--- src/rtl/vram_scanout.sv ---
// vram_scanout: 640x480@60 VGA scanout of the 512x256 Hack screen.
// The timing counters drive the registered sync and active outputs. The same
// counters drive a two-cycle VRAM fetch for each 16-pixel word, followed by a
// holding register and a shift register that feed the pixel output. The image
// sits in a window inside the visible area, and the area around it is black.
// Scanout begins only at a frame start that sees `loaded` high.
module vram_scanout #(
    parameter int H_VISIBLE = 640,
    parameter int H_FRONT   = 16,
    parameter int H_SYNC    = 96,
    parameter int H_BACK    = 48,
    parameter int V_VISIBLE = 480,
    parameter int V_FRONT   = 10,
    parameter int V_SYNC    = 2,
    parameter int V_BACK    = 33,
    parameter int IMG_X     = 64,   // first image column, must be >= 3
    parameter int IMG_Y     = 112,  // first image line
    parameter int IMG_WORDS = 32,   // words fetched per image line
    parameter int IMG_LINES = 256   // image lines per frame
) (
    input  logic        clk,
    input  logic        reset_n,
    input  logic        loaded,
    output logic        rden,
    output logic [13:0] raddr,
    input  logic [15:0] rdata,
    output logic        hsync,
    output logic        vsync,
    output logic        active,
    output logic        pixel
);

    localparam int H_TOTAL = H_VISIBLE + H_FRONT + H_SYNC + H_BACK;
    localparam int V_TOTAL = V_VISIBLE + V_FRONT + V_SYNC + V_BACK;

    localparam logic [9:0] H_LAST      = 10'(H_TOTAL - 1);
    localparam logic [9:0] V_LAST      = 10'(V_TOTAL - 1);
    localparam logic [9:0] H_VIS       = 10'(H_VISIBLE);
    localparam logic [9:0] V_VIS       = 10'(V_VISIBLE);
    localparam logic [9:0] HS_FIRST    = 10'(H_VISIBLE + H_FRONT);
    localparam logic [9:0] HS_LAST     = 10'(H_VISIBLE + H_FRONT + H_SYNC - 1);
    localparam logic [9:0] VS_FIRST    = 10'(V_VISIBLE + V_FRONT);
    localparam logic [9:0] VS_LAST     = 10'(V_VISIBLE + V_FRONT + V_SYNC - 1);
    localparam logic [9:0] IMG_X_FIRST = 10'(IMG_X);
    localparam logic [9:0] IMG_X_END   = 10'(IMG_X + 16 * IMG_WORDS);
    localparam logic [9:0] IMG_Y_FIRST = 10'(IMG_Y);
    localparam logic [9:0] IMG_Y_END   = 10'(IMG_Y + IMG_LINES);
    // The address register is loaded one cycle before the address appears on
    // the port. Word k therefore loads at IMG_X+16k-3 and again at IMG_X+16k-2.
    localparam logic [9:0] FETCH_FIRST = 10'(IMG_X - 3);
    localparam logic [9:0] FETCH_LAST  = 10'(IMG_X + 16 * IMG_WORDS - 18);

    logic [9:0]  hcount;
    logic [9:0]  vcount;
    logic        scan_en;
    logic [15:0] hold;
    logic [15:0] shifter;

    logic        frame_start;
    logic        img_line;
    logic        img_col;
    logic        fetch_slot;
    logic        capture;
    logic        load;
    logic        cur_bit;
    logic [8:0]  fetch_off;
    logic [3:0]  x_phase;
    logic [7:0]  y_line;

    // Decode the counter position into window, fetch and load strobes.
    always_comb begin
        // NOTE: every signal gets a default before any condition, so no latches are inferred.
        frame_start = 1'b0;
        img_line    = 1'b0;
        img_col     = 1'b0;
        fetch_slot  = 1'b0;
        capture     = 1'b0;
        load        = 1'b0;
        fetch_off   = 9'(hcount - FETCH_FIRST);
        x_phase     = 4'(hcount - IMG_X_FIRST);
        y_line      = 8'(vcount - IMG_Y_FIRST);

        frame_start = (hcount == 10'd0) && (vcount == 10'd0);
        img_line    = (vcount >= IMG_Y_FIRST) && (vcount < IMG_Y_END);
        img_col     = (hcount >= IMG_X_FIRST) && (hcount < IMG_X_END);
        fetch_slot  = scan_en && img_line &&
                      (hcount >= FETCH_FIRST) && (hcount <= FETCH_LAST) &&
                      (fetch_off[3:1] == 3'b000);
        // rdata is valid during the second rden cycle of each word.
        capture     = rden && (fetch_off[3:0] == 4'd2);
        load        = img_col && (x_phase == 4'd0);
        // On a load cycle the new word is still in the holding register.
        cur_bit     = load ? hold[0] : shifter[0];
    end

    // Horizontal and vertical position counters.
    always_ff @(posedge clk or negedge reset_n) begin
        if (!reset_n) begin
            hcount <= 10'd0;
            vcount <= 10'd0;
        end else if (hcount == H_LAST) begin
            // NOTE: state is updated with non-blocking assignments so every block sees pre-edge values.
            hcount <= 10'd0;
            vcount <= (vcount == V_LAST) ? 10'd0 : vcount + 10'd1;
        end else begin
            hcount <= hcount + 10'd1;
        end
    end

    // Enable latch. It is sampled only at frame start, so a frame is never torn.
    always_ff @(posedge clk or negedge reset_n) begin
        if (!reset_n) begin
            scan_en <= 1'b0;
        end else if (frame_start) begin
            scan_en <= loaded;
        end
    end

    // VRAM read port, holding register and pixel shift register.
    always_ff @(posedge clk or negedge reset_n) begin
        if (!reset_n) begin
            // NOTE: the data registers are reset too, so no stale word can reach the pixel path after reset.
            rden    <= 1'b0;
            raddr   <= 14'd0;
            hold    <= 16'd0;
            shifter <= 16'd0;
        end else begin
            if (fetch_slot) begin
                rden  <= 1'b1;
                raddr <= {1'b0, y_line, fetch_off[8:4]};
            end else begin
                rden  <= 1'b0;
                raddr <= 14'd0;
            end

            if (capture) begin
                hold <= rdata;
            end

            if (load) begin
                shifter <= {1'b0, hold[15:1]};
            end else begin
                shifter <= {1'b0, shifter[15:1]};
            end
        end
    end

    // Registered video outputs. They lag the counters by one cycle.
    always_ff @(posedge clk or negedge reset_n) begin
        if (!reset_n) begin
            hsync  <= 1'b1;
            vsync  <= 1'b1;
            active <= 1'b0;
            pixel  <= 1'b0;
        end else begin
            hsync  <= !((hcount >= HS_FIRST) && (hcount <= HS_LAST));
            vsync  <= !((vcount >= VS_FIRST) && (vcount <= VS_LAST));
            active <= (hcount < H_VIS) && (vcount < V_VIS);
            // A Hack 1 is black. Border and blanking pixels are forced to black.
            pixel  <= scan_en && img_line && img_col && !cur_bit;
        end
    end

endmodule

--- config.mk ---
export PLATFORM = sky130hd
export DESIGN_NAME = vram_scanout
export DESIGN_NICKNAME = d
export VERILOG_FILES = /design/src/rtl/vram_scanout.sv
export SDC_FILE = /design/constraint.sdc
export NUM_CORES = 1
export LEC_CHECK = 0
export CAP_MARGIN = 30
export CORE_MARGIN = 2
export CORE_UTILIZATION = 60
export CTS_CLUSTER_SIZE = 30
export DETAILED_ROUTE_END_ITERATION = 16
export PLACE_DENSITY = 0.84
export SLEW_MARGIN = 15
export SYNTH_ARGS = -nofsm -noshare
export SYNTH_HDL_FRONTEND = slang
export SYNTH_SLANG_ARGS = --single-unit
--- constraint.sdc ---
create_clock -name clk -period 4.7 [get_ports clk]
set_clock_uncertainty 0.15 [all_clocks]
set_input_delay 0.94 -clock clk [delete_from_list [all_inputs] [get_ports clk]]
set_output_delay 0.94 -clock clk [all_outputs]
set_load 0.1 [all_outputs]
==> insert_results.sql, run 1 <==
INSERT INTO impl_metrics (metric_group, metric, value, unit) VALUES
('cells_and_area', 'layout-area-overhead-vs-synth', '16.7', '%'),
('drt', 'remaining_drc_errors', '0', ''),
('grt', 'globalRouteOverflowTotal', '0', ''),
('pwr', 'power.internal', '0.000873', 'W'),
('cells_and_area', 'design.final.nets', '348', ''),
('floorplanning', 'design.die.area', '6280', 'µm²'),
('grt', 'gr_busiest_metal', 'met2', ''),
('yosys', 'synth-seq-area-share', '0.517', ''),
('critical_path', 'critical_path.n_buffers_inverters', '1', ''),
('yosys', 'main_combinational_cell_family_by_area_after_synthesis', 'simple AND/OR/NAND/NOR gates', ''),
('drt', 'drt-vias-per-instance', '5.87', ''),
('clock_network', 'cts_hold_buf', '0', ''),
('clock_network', 'clk_pin_slew', '0.08', 'ns'),
('sta', 'finalSetupTns', '0', 'ns'),
('clock_network', 'cts_tree', 'done', ''),
('clock_network', 'cts_max_level', '3', ''),
('placement', 'place.port_buffers', '36', ''),
('cells_and_area', 'stdcell_count', '394', ''),
('grt', 'grt_pass1_wl', '11.3', 'mm'),
('critical_path', 'cp_startpoint_kind', 'flip-flop', ''),
('yosys', 'dominantRegCellSynth', 'sky130_fd_sc_hd__dfrtp_1', ''),
('clock_network', 'ctsResizeCount', '0', ''),
('drt', 'detailedRoute.firstIterationViolations', '172', ''),
('sta', 'fin_crit_sh', '0.654', ''),
('yosys', 'ys_seq_elements', '70', ''),
('drt', 'drt-wirelength-per-cell', '17.3', 'µm'),
('critical_path', 'crit_path_end_kind', 'primary output', ''),
('clock_network', 'cts_sinks', '70', ''),
('yosys', 'number_of_unique_standard_cell_types_used_by_synthesis', '57', ''),
('sta', 'timing_worst_slew_pin_value', '0.996', 'ns'),
('grt', 'antenna_found_initial', '0', ''),
('drt', 'drt_wl_total', '6.82', 'mm'),
('pwr', 'power.share.sequential', '0.544', ''),
('critical_path', 'crit_arrival', '1.99', 'ns'),
('yosys', 'syn-num-nets', '316', ''),
('grt', 'global_route.usage.met2', '0.391', ''),
('critical_path', 'timing.critical_path.cells', 'clkdlybuf4s50_1', ''),
('sta', 'worst_slew_margin', '0.334', ''),
('drt', 'ant_nets', '0', ''),
('yosys', 'postSynthCellCount', '286', ''),
('floorplanning', 'die_h', '79.2', 'µm'),
('critical_path', 'worstSetupPathType', 'reg2out', ''),
('yosys', 'synth_compound_gate_area_share', '0.0847', ''),
('clock_network', 'cts-root-to-sink-buffers', '2', ''),
('sta', 'finalMaxSlewViolations', '0', ''),
('sta', 'minimum_setup_slack_in_the_final_design', '1.62', 'ns'),
('pwr', 'vdd_drop_max', '0.000252', 'V'),
('drt', 'via_count', '2312', ''),
('clock_network', 'post-cts-setup-buffer-count', '0', ''),
('critical_path', 'crit_path_largest_cell_delay', '1.12', 'ns'),
('critical_path', 'critical_path.max_fanout', '1', ''),
('grt', 'globalRouteTotalUtil', '0.238', ''),
('pwr', 'total_leakage_power', '1.78', 'nW'),
('yosys', 'synthXorXnorAreaFrac', '0.0361', ''),
('floorplanning', 'rows', '27', ''),
('placement', 'globalplace.congestion', '0.878', ''),
('pwr', 'pwr-share-comb', '0.038', ''),
('cells_and_area', 'number_of_filler_cells_placed_in_the_layout', '385', ''),
('cells_and_area', 'drive_gt1_frac', '0.202', ''),
('floorplanning', 'initial_util', '0.620', ''),
('drt', 'dr.pass1.iters', '4', ''),
('clock_network', 'clk-insertion-delay-late', '0.36', 'ns'),
('grt', 'maximum_number_of_pins_on_one_net_before_global_route_repair', '34', ''),
('critical_path', 'critical_path_required', '3.61', 'ns'),
('outcome', 'run_status', 'finished clean', ''),
('yosys', 'fraction_of_the_mapped_netlist_area_in_adder_cells', '0.0405', ''),
('sta', 'timing.final.crit_period', '3.08', 'ns'),
('sta', 'unrepaired_setup_endpoints_after_global_routing', 'no', ''),
('critical_path', 'crit_path_max_delay_family', 'buffers and inverters', ''),
('grt', 'grt_pass1_vias', '2354', ''),
('yosys', 'yosys.area_share.simple', '0.159', '');
placed cells by master (no fill, tap or decap), drive strengths merged, types with 11 or more instances in the layout:
master and n:
clkdlybuf4s50 35, nor3 15, nand3 12, nor2 13
inv 11, mux2 31, ha 11, dfrtp 68
o21ai 13
through the flow:
| stage | instance area, µm² | hold slack, ns | util | total power, W |
|---|---|---|---|---|
| 3_5_place_dp | 3770 | 0.316 | 0.690 | 0.000668 |
| 5_1_grt | 3960 | 0.355 | 0.724 | 0.00116 |
| 4_1_cts | 3960 | 0.324 | 0.724 | 0.00114 |
| 6_report | 3960 | 0.328 | 0.724 | 0.00113 |
| 2_1_floorplan | 3400 | 0.289 | - | 0.000637 |
| 3_3_place_gp | 3750 | 0.289 | 0.686 | 0.000665 |
metal layers:
metal  share of wire  vias to the layer above
met5               0                        -
met4           0.012                        0
met3           0.056                        9
met2            0.49                       72
met1            0.44                     1154
li1                -                     1077
layout make-up:
type                       count  area (µm²)  area share
sequential                    70        1750       0.443
tap                           72        90.1      0.0227
clock buffer                   9         124      0.0313
multi-input combinational    187        1500       0.378
clock inverter                 6        63.8      0.0161
inverter                      11        41.3      0.0104
timing repair buffer          39         390      0.0985
final timing paths:
check | from | endpoint | cells past startpoint
max | vsync | vsync | 1
min | shifter[12] | shifter[11] | 1
max reg2reg | hcount[0] | shifter[1] | 5
min reg2reg | shifter[12] | shifter[11] | 1
max in group asynchronous | reset_n | hcount[0] | 2
min in group asynchronous | reset_n | hold[11] | 1
power groups by stage:
stage          clock (W)  sequential, W  combinational (W)
2_1_floorplan          0       0.000624          0.0000136
3_3_place_gp           0       0.000624          0.0000403
3_5_place_dp           0       0.000625          0.0000434
4_1_cts         0.000479       0.000614          0.0000439
5_1_grt         0.000500       0.000614          0.0000469
6_report        0.000471       0.000614          0.0000426
kinds of logic (layout without fill, tap and decap cells):
family | Yosys count | count (layout)
and+or+nand+nor | 88 | 88
buffers and inverters | 29 | 65
adders and majority gates | 11 | 11
DFF | 70 | 70
muxes | 33 | 33
other | 1 | 1
AOI/OAI and AO/OA | 40 | 40
xor gates and xnor gates | 14 | 14
cell usage after synthesis (3+ instances only):
| cell | number | area [µm²] |
|---|---|---|
| sky130_fd_sc_hd__o21ai_0 | 11 | 55.1 |
| sky130_fd_sc_hd__nand2_1 | 7 | 26.3 |
| sky130_fd_sc_hd__inv_1 | 11 | 41.3 |
| sky130_fd_sc_hd__ha_1 | 11 | 138 |
| sky130_fd_sc_hd__and3_1 | 8 | 50.1 |
| sky130_fd_sc_hd__a21oi_1 | 5 | 25.0 |
| sky130_fd_sc_hd__xnor2_1 | 8 | 70.1 |
| sky130_fd_sc_hd__or3_1 | 4 | 25.0 |
| sky130_fd_sc_hd__dfrtp_1 | 68 | 1700 |
| sky130_fd_sc_hd__mux2_1 | 3 | 33.8 |
| sky130_fd_sc_hd__nor3_1 | 6 | 30.0 |
| sky130_fd_sc_hd__mux2_2 | 18 | 203 |
| sky130_fd_sc_hd__a211oi_1 | 3 | 22.5 |
| sky130_fd_sc_hd__nand3_1 | 12 | 60.1 |
| sky130_fd_sc_hd__clkbuf_1 | 4 | 15.0 |
| sky130_fd_sc_hd__a21o_1 | 3 | 22.5 |
| sky130_fd_sc_hd__nand2b_1 | 3 | 18.8 |
| sky130_fd_sc_hd__nor3b_1 | 3 | 22.5 |
| sky130_fd_sc_hd__buf_2 | 8 | 40.0 |
| sky130_fd_sc_hd__nand4_1 | 8 | 50.1 |
| sky130_fd_sc_hd__xor2_1 | 6 | 52.6 |
| sky130_fd_sc_hd__nor2_1 | 13 | 48.8 |
| sky130_fd_sc_hd__nor3_2 | 9 | 90.1 |
| sky130_fd_sc_hd__mux2_4 | 10 | 150 |
sequential cells by signal, indices dropped and copies added (netlist names):
signal,count
active,1
scan_en,1
vsync,1
rden,1
pixel,1
shifter,15
raddr,13
hcount,10
hold,16
hsync,1
vcount,10
(Power assumes the default switching activity.)
==> inputs of run 2 (changes only) <==
Settings changed: CORE_UTILIZATION 60 to 56, PLACE_DENSITY 0.84 to 0.79.
Clock period 4.7 ns to 3.2 ns, I/O delays scaled along.
==> run 2 against run 1 <==
  * Core utilization fell by 5.9 points
  * Critical path depth rose by 5
  * Setup slack got worse by 0.94 ns
  * Routed wire length fell by 5.7%
  * Largest power group unchanged
==> insert_results.sql, run 2 (same netlist as run 1, synthesis figures left out) <==
INSERT INTO impl_metrics (metric_group, metric, value, unit) VALUES
('grt', 'global_route.usage.met2', '0.316', ''),
('sta', 'finalMaxSlewViolations', '0', ''),
('clock_network', 'cts_tree', 'done', ''),
('drt', 'dr.pass1.iters', '4', ''),
('clock_network', 'post-cts-setup-buffer-count', '0', ''),
('floorplanning', 'design.die.area', '6700', 'µm²'),
('cells_and_area', 'design.final.nets', '347', ''),
('pwr', 'power_frac_clock', '0.416', ''),
('critical_path', 'crit_arrival', '2.60', 'ns'),
('floorplanning', 'initial_util', '0.577', ''),
('sta', 'timing.final.setup_violations', '0', ''),
('cells_and_area', 'number_of_filler_cells_placed_in_the_layout', '454', ''),
('clock_network', 'clock_tree.root_cell', 'sky130_fd_sc_hd__clkbuf_8', ''),
('cells_and_area', 'drive_gt1_frac', '0.249', ''),
('pwr', 'design_power_total', '0.00165', 'W'),
('sta', 'unrepaired_setup_endpoints_after_global_routing', 'no', ''),
('critical_path', 'critical_path.max_fanout', '14', ''),
('sta', 'fmaxAchievable', '0.398', 'GHz'),
('worst_hold_path', 'holdCritPathClass', 'in2async', ''),
('job', 'cap_violations', '0', ''),
('cells_and_area', 'layout-area-overhead-vs-synth', '15.3', '%'),
('grt', 'globalRouteOverflowTotal', '0', ''),
('critical_path', 'worstSetupPathType', 'reg2reg', ''),
('cells_and_area', 'register_area', '1750', 'µm²'),
('pwr', 'powerDensity', '421', 'nW/µm²'),
('pwr', 'total_leakage_power', '1.80', 'nW'),
('clock_network', 'clk_pin_slew', '0.07', 'ns'),
('cells_and_area', 'largest_registers', 'hold (16), shifter (15), raddr (13)', ''),
('placement', 'worst_setup_slack_post_dpl', '0.699', 'ns'),
('sta', 'finalSetupTns', '0', 'ns'),
('clock_network', 'cts_sinks', '70', ''),
('cells_and_area', 'largest_register_ffs', '16', ''),
('sta', 'worst_slew_margin', '0.522', ''),
('pwr', 'switching_share', '0.208', ''),
('grt', 'globalRouteTotalUtil', '0.211', ''),
('pwr', 'vdd_drop_max', '0.000347', 'V'),
('sta', 'minimum_setup_slack_in_the_final_design', '0.685', 'ns'),
('grt', 'use_met3', '0.0703', ''),
('sta', 'hold_viol', '0', ''),
('clock_network', 'clk-insertion-delay-late', '0.34', 'ns'),
('drt', 'detailedRoute.firstIterationViolations', '108', ''),
('sta', 'fin_crit_sh', '0.786', ''),
('floorplanning', 'core_area', '5890', 'µm²'),
('pwr', 'power.internal', '0.00131', 'W'),
('cells_and_area', 'finish.utilization', '0.665', ''),
('floorplanning', 'rows', '28', ''),
('grt', 'gr_busiest_metal', 'met2', ''),
('clock_network', 'cts_inserted_buffers', '9', ''),
('floorplanning', 'num_io_pins', '38', ''),
('cells_and_area', 'area_of_the_multi_input_gates', '1500', 'µm²'),
('sta', 'whs', '0.175', 'ns'),
('grt', 'groute.layer.met1.usage', '0.290', ''),
('placement', 'globalplace.congestion', '0.880', ''),
('drt', 'drt-vias-per-instance', '5.62', ''),
('placement', 'place.port_buffers', '36', ''),
('pwr', 'net-switching-power', '0.000343', 'W'),
('sta', 'timing_worst_slew_pin_value', '0.714', 'ns'),
('outcome', 'run_status', 'finished clean', ''),
('grt', 'maximum_number_of_pins_on_one_net_before_global_route_repair', '43', ''),
('critical_path', 'r2r_slack', '0.68', 'ns'),
('grt', 'grt_pass1_wl', '10.6', 'mm'),
('placement', 'detailedPlacementHpwl', '4.45', 'mm'),
('critical_path', 'critical_path_required', '3.28', 'ns'),
('clock_network', 'ctsResizeCount', '0', ''),
('drt', 'remaining_drc_errors', '0', ''),
('drt', 'ant_nets', '0', ''),
('drt', 'drt-wirelength-per-cell', '16.2', 'µm'),
('pwr', 'power.share.sequential', '0.547', ''),
('clock_network', 'cts_hold_buf', '0', ''),
('clock_network', 'cts-root-to-sink-buffers', '2', ''),
('cells_and_area', 'max_flop_register', 'hold', ''),
('drt', 'drt_wl_total', '6.43', 'mm'),
('critical_path', 'crit_path_end_kind', 'flip-flop', ''),
('sta', 'timing.final.crit_period', '2.52', 'ns'),
('cells_and_area', 'layout_commonest_cell', 'sky130_fd_sc_hd__dfrtp_1', ''),
('drt', 'via_count', '2227', ''),
('pwr', 'pwr-share-comb', '0.037', ''),
('critical_path', 'cp_startpoint_kind', 'flip-flop', ''),
('clock_network', 'cts_max_level', '3', ''),
('cells_and_area', 'mostFrequentLayoutCells', 'sky130_fd_sc_hd__dfrtp_1 (68), sky130_fd_sc_hd__buf_4 (19), sky130_fd_sc_hd__mux2_2 (18)', ''),
('grt', 'antenna_found_initial', '0', ''),
('floorplanning', 'fp.dieW', '81.9', 'µm'),
('grt', 'grt_pass1_vias', '2207', ''),
('cells_and_area', 'diodes', '0', ''),
('floorplanning', 'die_h', '81.9', 'µm');
[run 2: cell types whose count changed in the layout (fill, tap and decap cells not counted), sizes merged]
cell | previous run | this run
clkinv | 3 | 0
buf | 4 | 21
clkdlybuf4s50 | 35 | 17
clkbuf | 9 | 12
[run 2: area by class of cell]
type / count / share of cell area
sequential: 70 / 0.448
multi-input combinational: 187 / 0.383
timing repair buffer: 38 / 0.0863
clock buffer: 12 / 0.0371
tap: 75 / 0.0240
clock inverter: 3 / 0.0115
inverter: 11 / 0.0105
[run 2: metrics by stage]
stage | instance area [µm²] | std cells
2_1_floorplan | 3400 | 286
3_3_place_gp | 3730 | 381
3_5_place_dp | 3730 | 381
4_1_cts | 3920 | 396
5_1_grt | 3920 | 396
6_report | 3920 | 396
[run 2: final timing paths]
check                      startpoint          to  cells past startpoint
setup reg to reg            vcount[0]    raddr[1]                      6
hold reg to reg            shifter[1]  shifter[0]                      1
max in group asynchronous     reset_n       vsync                      2
min in group clk           shifter[1]  shifter[0]                      1
setup / recovery            vcount[0]    raddr[1]                      6
hold / removal                reset_n    hold[11]                      1
[run 2: power by group through the flow]
stage               sequential (W)  clock, W  combinational (W)
finish                    0.000901  0.000686          0.0000617
CTS                       0.000901  0.000705          0.0000636
global route              0.000902  0.000750          0.0000682
detailed placement        0.000918         0          0.0000627
floorplan                 0.000916         0          0.0000200
global placement          0.000918         0          0.0000622
[run 2: worst max-delay path, cell delays in order, from the launching register on]
cell and delay [ns]:
sky130_fd_sc_hd__dfrtp_1 0.41, sky130_fd_sc_hd__inv_1 0.17, sky130_fd_sc_hd__ha_1 0.21, sky130_fd_sc_hd__or3b_1 0.38
sky130_fd_sc_hd__o31ai_2 0.28, sky130_fd_sc_hd__nand4_2 0.44, sky130_fd_sc_hd__a211oi_1 0.35
[run 2: per-layer routing]
layer / vias to the layer above / share of wire
met5: - / 0
met4: 0 / 0.0096
met3: 7 / 0.069
met2: 64 / 0.46
met1: 1078 / 0.46
li1: 1078 / -
==> inputs of run 3 (changes only) <==
Settings changed: CORE_UTILIZATION 56 to 51, PLACE_DENSITY 0.79 to 0.76.
Clock period 3.2 ns to 2.28 ns, I/O delays scaled along.
==> run 3 against run 2 <==
  * Core utilization fell by 1.2 points
  * Critical endpoint unchanged
  * Via count rose by 6.8%
  * Fmax rose by 17%
  * Largest cell class unchanged
==> insert_results.sql, run 3 (same netlist as run 1, synthesis figures left out) <==
INSERT INTO impl_metrics (metric_group, metric, value, unit) VALUES
('critical_path', 'crit_path_end_kind', 'flip-flop', ''),
('cells_and_area', 'layout-area-overhead-vs-synth', '22.8', '%'),
('clock_network', 'cts_tree', 'done', ''),
('clock_network', 'cts_inserted_buffers', '9', ''),
('cells_and_area', 'layout_commonest_cell', 'sky130_fd_sc_hd__dfrtp_1', ''),
('cells_and_area', 'design.final.nets', '367', ''),
('drt', 'drt-wirelength-per-cell', '16.6', 'µm'),
('critical_path', 'worstSetupPathType', 'reg2reg', ''),
('critical_path', 'critical_path_required', '2.36', 'ns'),
('critical_path', 'cp_startpoint_kind', 'flip-flop', ''),
('pwr', 'vdd_drop_max', '0.000453', 'V'),
('clock_network', 'clk_pin_slew', '0.07', 'ns'),
('pwr', 'total_leakage_power', '1.96', 'nW'),
('grt', 'antenna_found_initial', '0', ''),
('sta', 'timing.final.crit_period', '2.15', 'ns'),
('sta', 'finalSetupTns', '0', 'ns'),
('job', 'cap_violations', '0', ''),
('outcome', 'run_status', 'finished clean', ''),
('placement', 'detailedPlacementHpwl', '4.92', 'mm'),
('clock_network', 'clock_tree.root_cell', 'sky130_fd_sc_hd__clkbuf_8', ''),
('sta', 'timing.final.setup_violations', '0', ''),
('grt', 'globalRouteTotalUtil', '0.206', ''),
('sta', 'whs', '0.333', 'ns'),
('drt', 'ant_nets', '0', ''),
('placement', 'place_area', '3910', 'µm²'),
('grt', 'maximum_number_of_pins_on_one_net_before_global_route_repair', '31', ''),
('sta', 'unrepaired_setup_endpoints_after_global_routing', 'no', ''),
('sta', 'fmaxAchievable', '0.465', 'GHz'),
('placement', 'globalplace.congestion', '0.825', ''),
('sta', 'minimum_setup_slack_in_the_final_design', '0.129', 'ns'),
('cells_and_area', 'max_flop_register', 'hold', ''),
('cells_and_area', 'drive_gt1_frac', '0.305', ''),
('cells_and_area', 'largest_registers', 'hold (16), shifter (15), raddr (13)', ''),
('clock_network', 'cts-root-to-sink-buffers', '2', ''),
('grt', 'grt_pass1_wl', '11.7', 'mm'),
('floorplanning', 'die_h', '85.6', 'µm'),
('clock_network', 'cts_sinks', '70', ''),
('grt', 'grt_pass1_vias', '2432', ''),
('critical_path', 'r2r_slack', '0.13', 'ns'),
('floorplanning', 'design.die.area', '7330', 'µm²'),
('floorplanning', 'num_io_pins', '38', ''),
('grt', 'globalRouteOverflowTotal', '0', ''),
('drt', 'drt-vias-per-instance', '5.69', ''),
('cells_and_area', 'number_of_filler_cells_placed_in_the_layout', '497', ''),
('clock_network', 'clk-insertion-delay-late', '0.35', 'ns'),
('sta', 'worst_slew_margin', '0.553', ''),
('floorplanning', 'fp.dieW', '85.6', 'µm'),
('pwr', 'design_power_total', '0.00243', 'W'),
('worst_hold_path', 'holdCritPathClass', 'reg2reg', ''),
('floorplanning', 'rows', '29', ''),
('cells_and_area', 'diodes', '0', ''),
('sta', 'timing_worst_slew_pin_value', '0.665', 'ns'),
('cells_and_area', 'final_cell_area', '4170', 'µm²'),
('drt', 'remaining_drc_errors', '0', ''),
('drt', 'dr.pass1.iters', '4', ''),
('placement', 'worst_setup_slack_post_dpl', '0.0717', 'ns'),
('cells_and_area', 'mostFrequentLayoutCells', 'sky130_fd_sc_hd__dfrtp_1 (67), sky130_fd_sc_hd__buf_4 (34), sky130_fd_sc_hd__mux2_2 (18)', ''),
('floorplanning', 'initial_util', '0.532', ''),
('cells_and_area', 'largest_register_ffs', '16', ''),
('sta', 'fin_crit_sh', '0.943', ''),
('critical_path', 'critical_path.max_fanout', '8', ''),
('clock_network', 'cts_max_level', '3', ''),
('floorplanning', 'core_area', '6390', 'µm²'),
('sta', 'finalMaxSlewViolations', '0', ''),
('placement', 'place.port_buffers', '36', ''),
('drt', 'detailedRoute.firstIterationViolations', '105', ''),
('drt', 'drt_wl_total', '6.95', 'mm'),
('pwr', 'powerDensity', '583', 'nW/µm²'),
('sta', 'hold_viol', '0', ''),
('drt', 'via_count', '2378', ''),
('critical_path', 'crit_arrival', '2.23', 'ns');
[run 3: changes by cell type in the layout (fill, tap and decap cells not counted), moves of 2 or more]
cell and change:
sky130_fd_sc_hd__buf_4 +15, sky130_fd_sc_hd__nor3b_2 +2, sky130_fd_sc_hd__clkinv_4 +2, sky130_fd_sc_hd__clkinvlp_4 -2, sky130_fd_sc_hd__nor3b_1 -2, sky130_fd_sc_hd__clkinv_2 +2, sky130_fd_sc_hd__buf_12 +4, sky130_fd_sc_hd__clkbuf_1 -2
[run 3: layout make-up]
cell class                 instances  area [µm²]  area share
clock buffer                       9         124      0.0297
clock inverter                     6        87.6      0.0210
inverter                          11        41.3     0.00990
multi-input combinational        187        1530       0.366
sequential                        70        1760       0.421
tap                               77        96.3      0.0231
timing repair buffer              58         541       0.130
[run 3: critical path: stages, from the launching register on]
cell	delay, ns
sky130_fd_sc_hd__dfrtp_1	0.42
sky130_fd_sc_hd__inv_1	0.10
sky130_fd_sc_hd__ha_1	0.16
sky130_fd_sc_hd__or3b_1	0.40
sky130_fd_sc_hd__o31ai_4	0.28
sky130_fd_sc_hd__nand4_4	0.19
sky130_fd_sc_hd__a211oi_1	0.33
[run 3: repair_timing]
item,4_1_cts,5_1_grt
endpoints found under the setup margin,0,13
gates resized for setup,0,5
hold buffers,1,0
endpoints found under the hold margin,23,0
buffers inserted,0,1
[run 3: final timing paths]
path | depth (start not counted) | start | endpoint
worst max-delay path | 6 | vcount[0] | raddr[1]
worst min-delay path | 1 | shifter[2] | shifter[1]
worst max register to register | 6 | vcount[0] | raddr[1]
worst min register to register | 1 | shifter[2] | shifter[1]
max in group asynchronous | 3 | reset_n | hsync
min in group asynchronous | 2 | reset_n | raddr[10]
[run 3: stage by stage]
step	cells	utilization
2_1_floorplan	286	-
3_3_place_gp	401	0.613
3_5_place_dp	401	0.613
4_1_cts	417	0.648
5_1_grt	418	0.653
6_report	418	0.653
[run 3: where the power goes]
group | switching [W] | internal (W) | leakage (nW) | total, W
registers | 0.00000877 | 0.00126 | 0.911 | 0.00127
logic | 0.0000412 | 0.0000481 | 0.937 | 0.0000893
clock network | 0.000466 | 0.000609 | 0.109 | 0.00108
[run 3: per-layer routing]
metal	vias up	GRT usage	wire length, µm
met1	1176	0.291	3170
met4	0	0.0895	149
met2	68	0.307	3260
li1	1118	-	-
met3	16	0.0481	366
met5	-	0	0
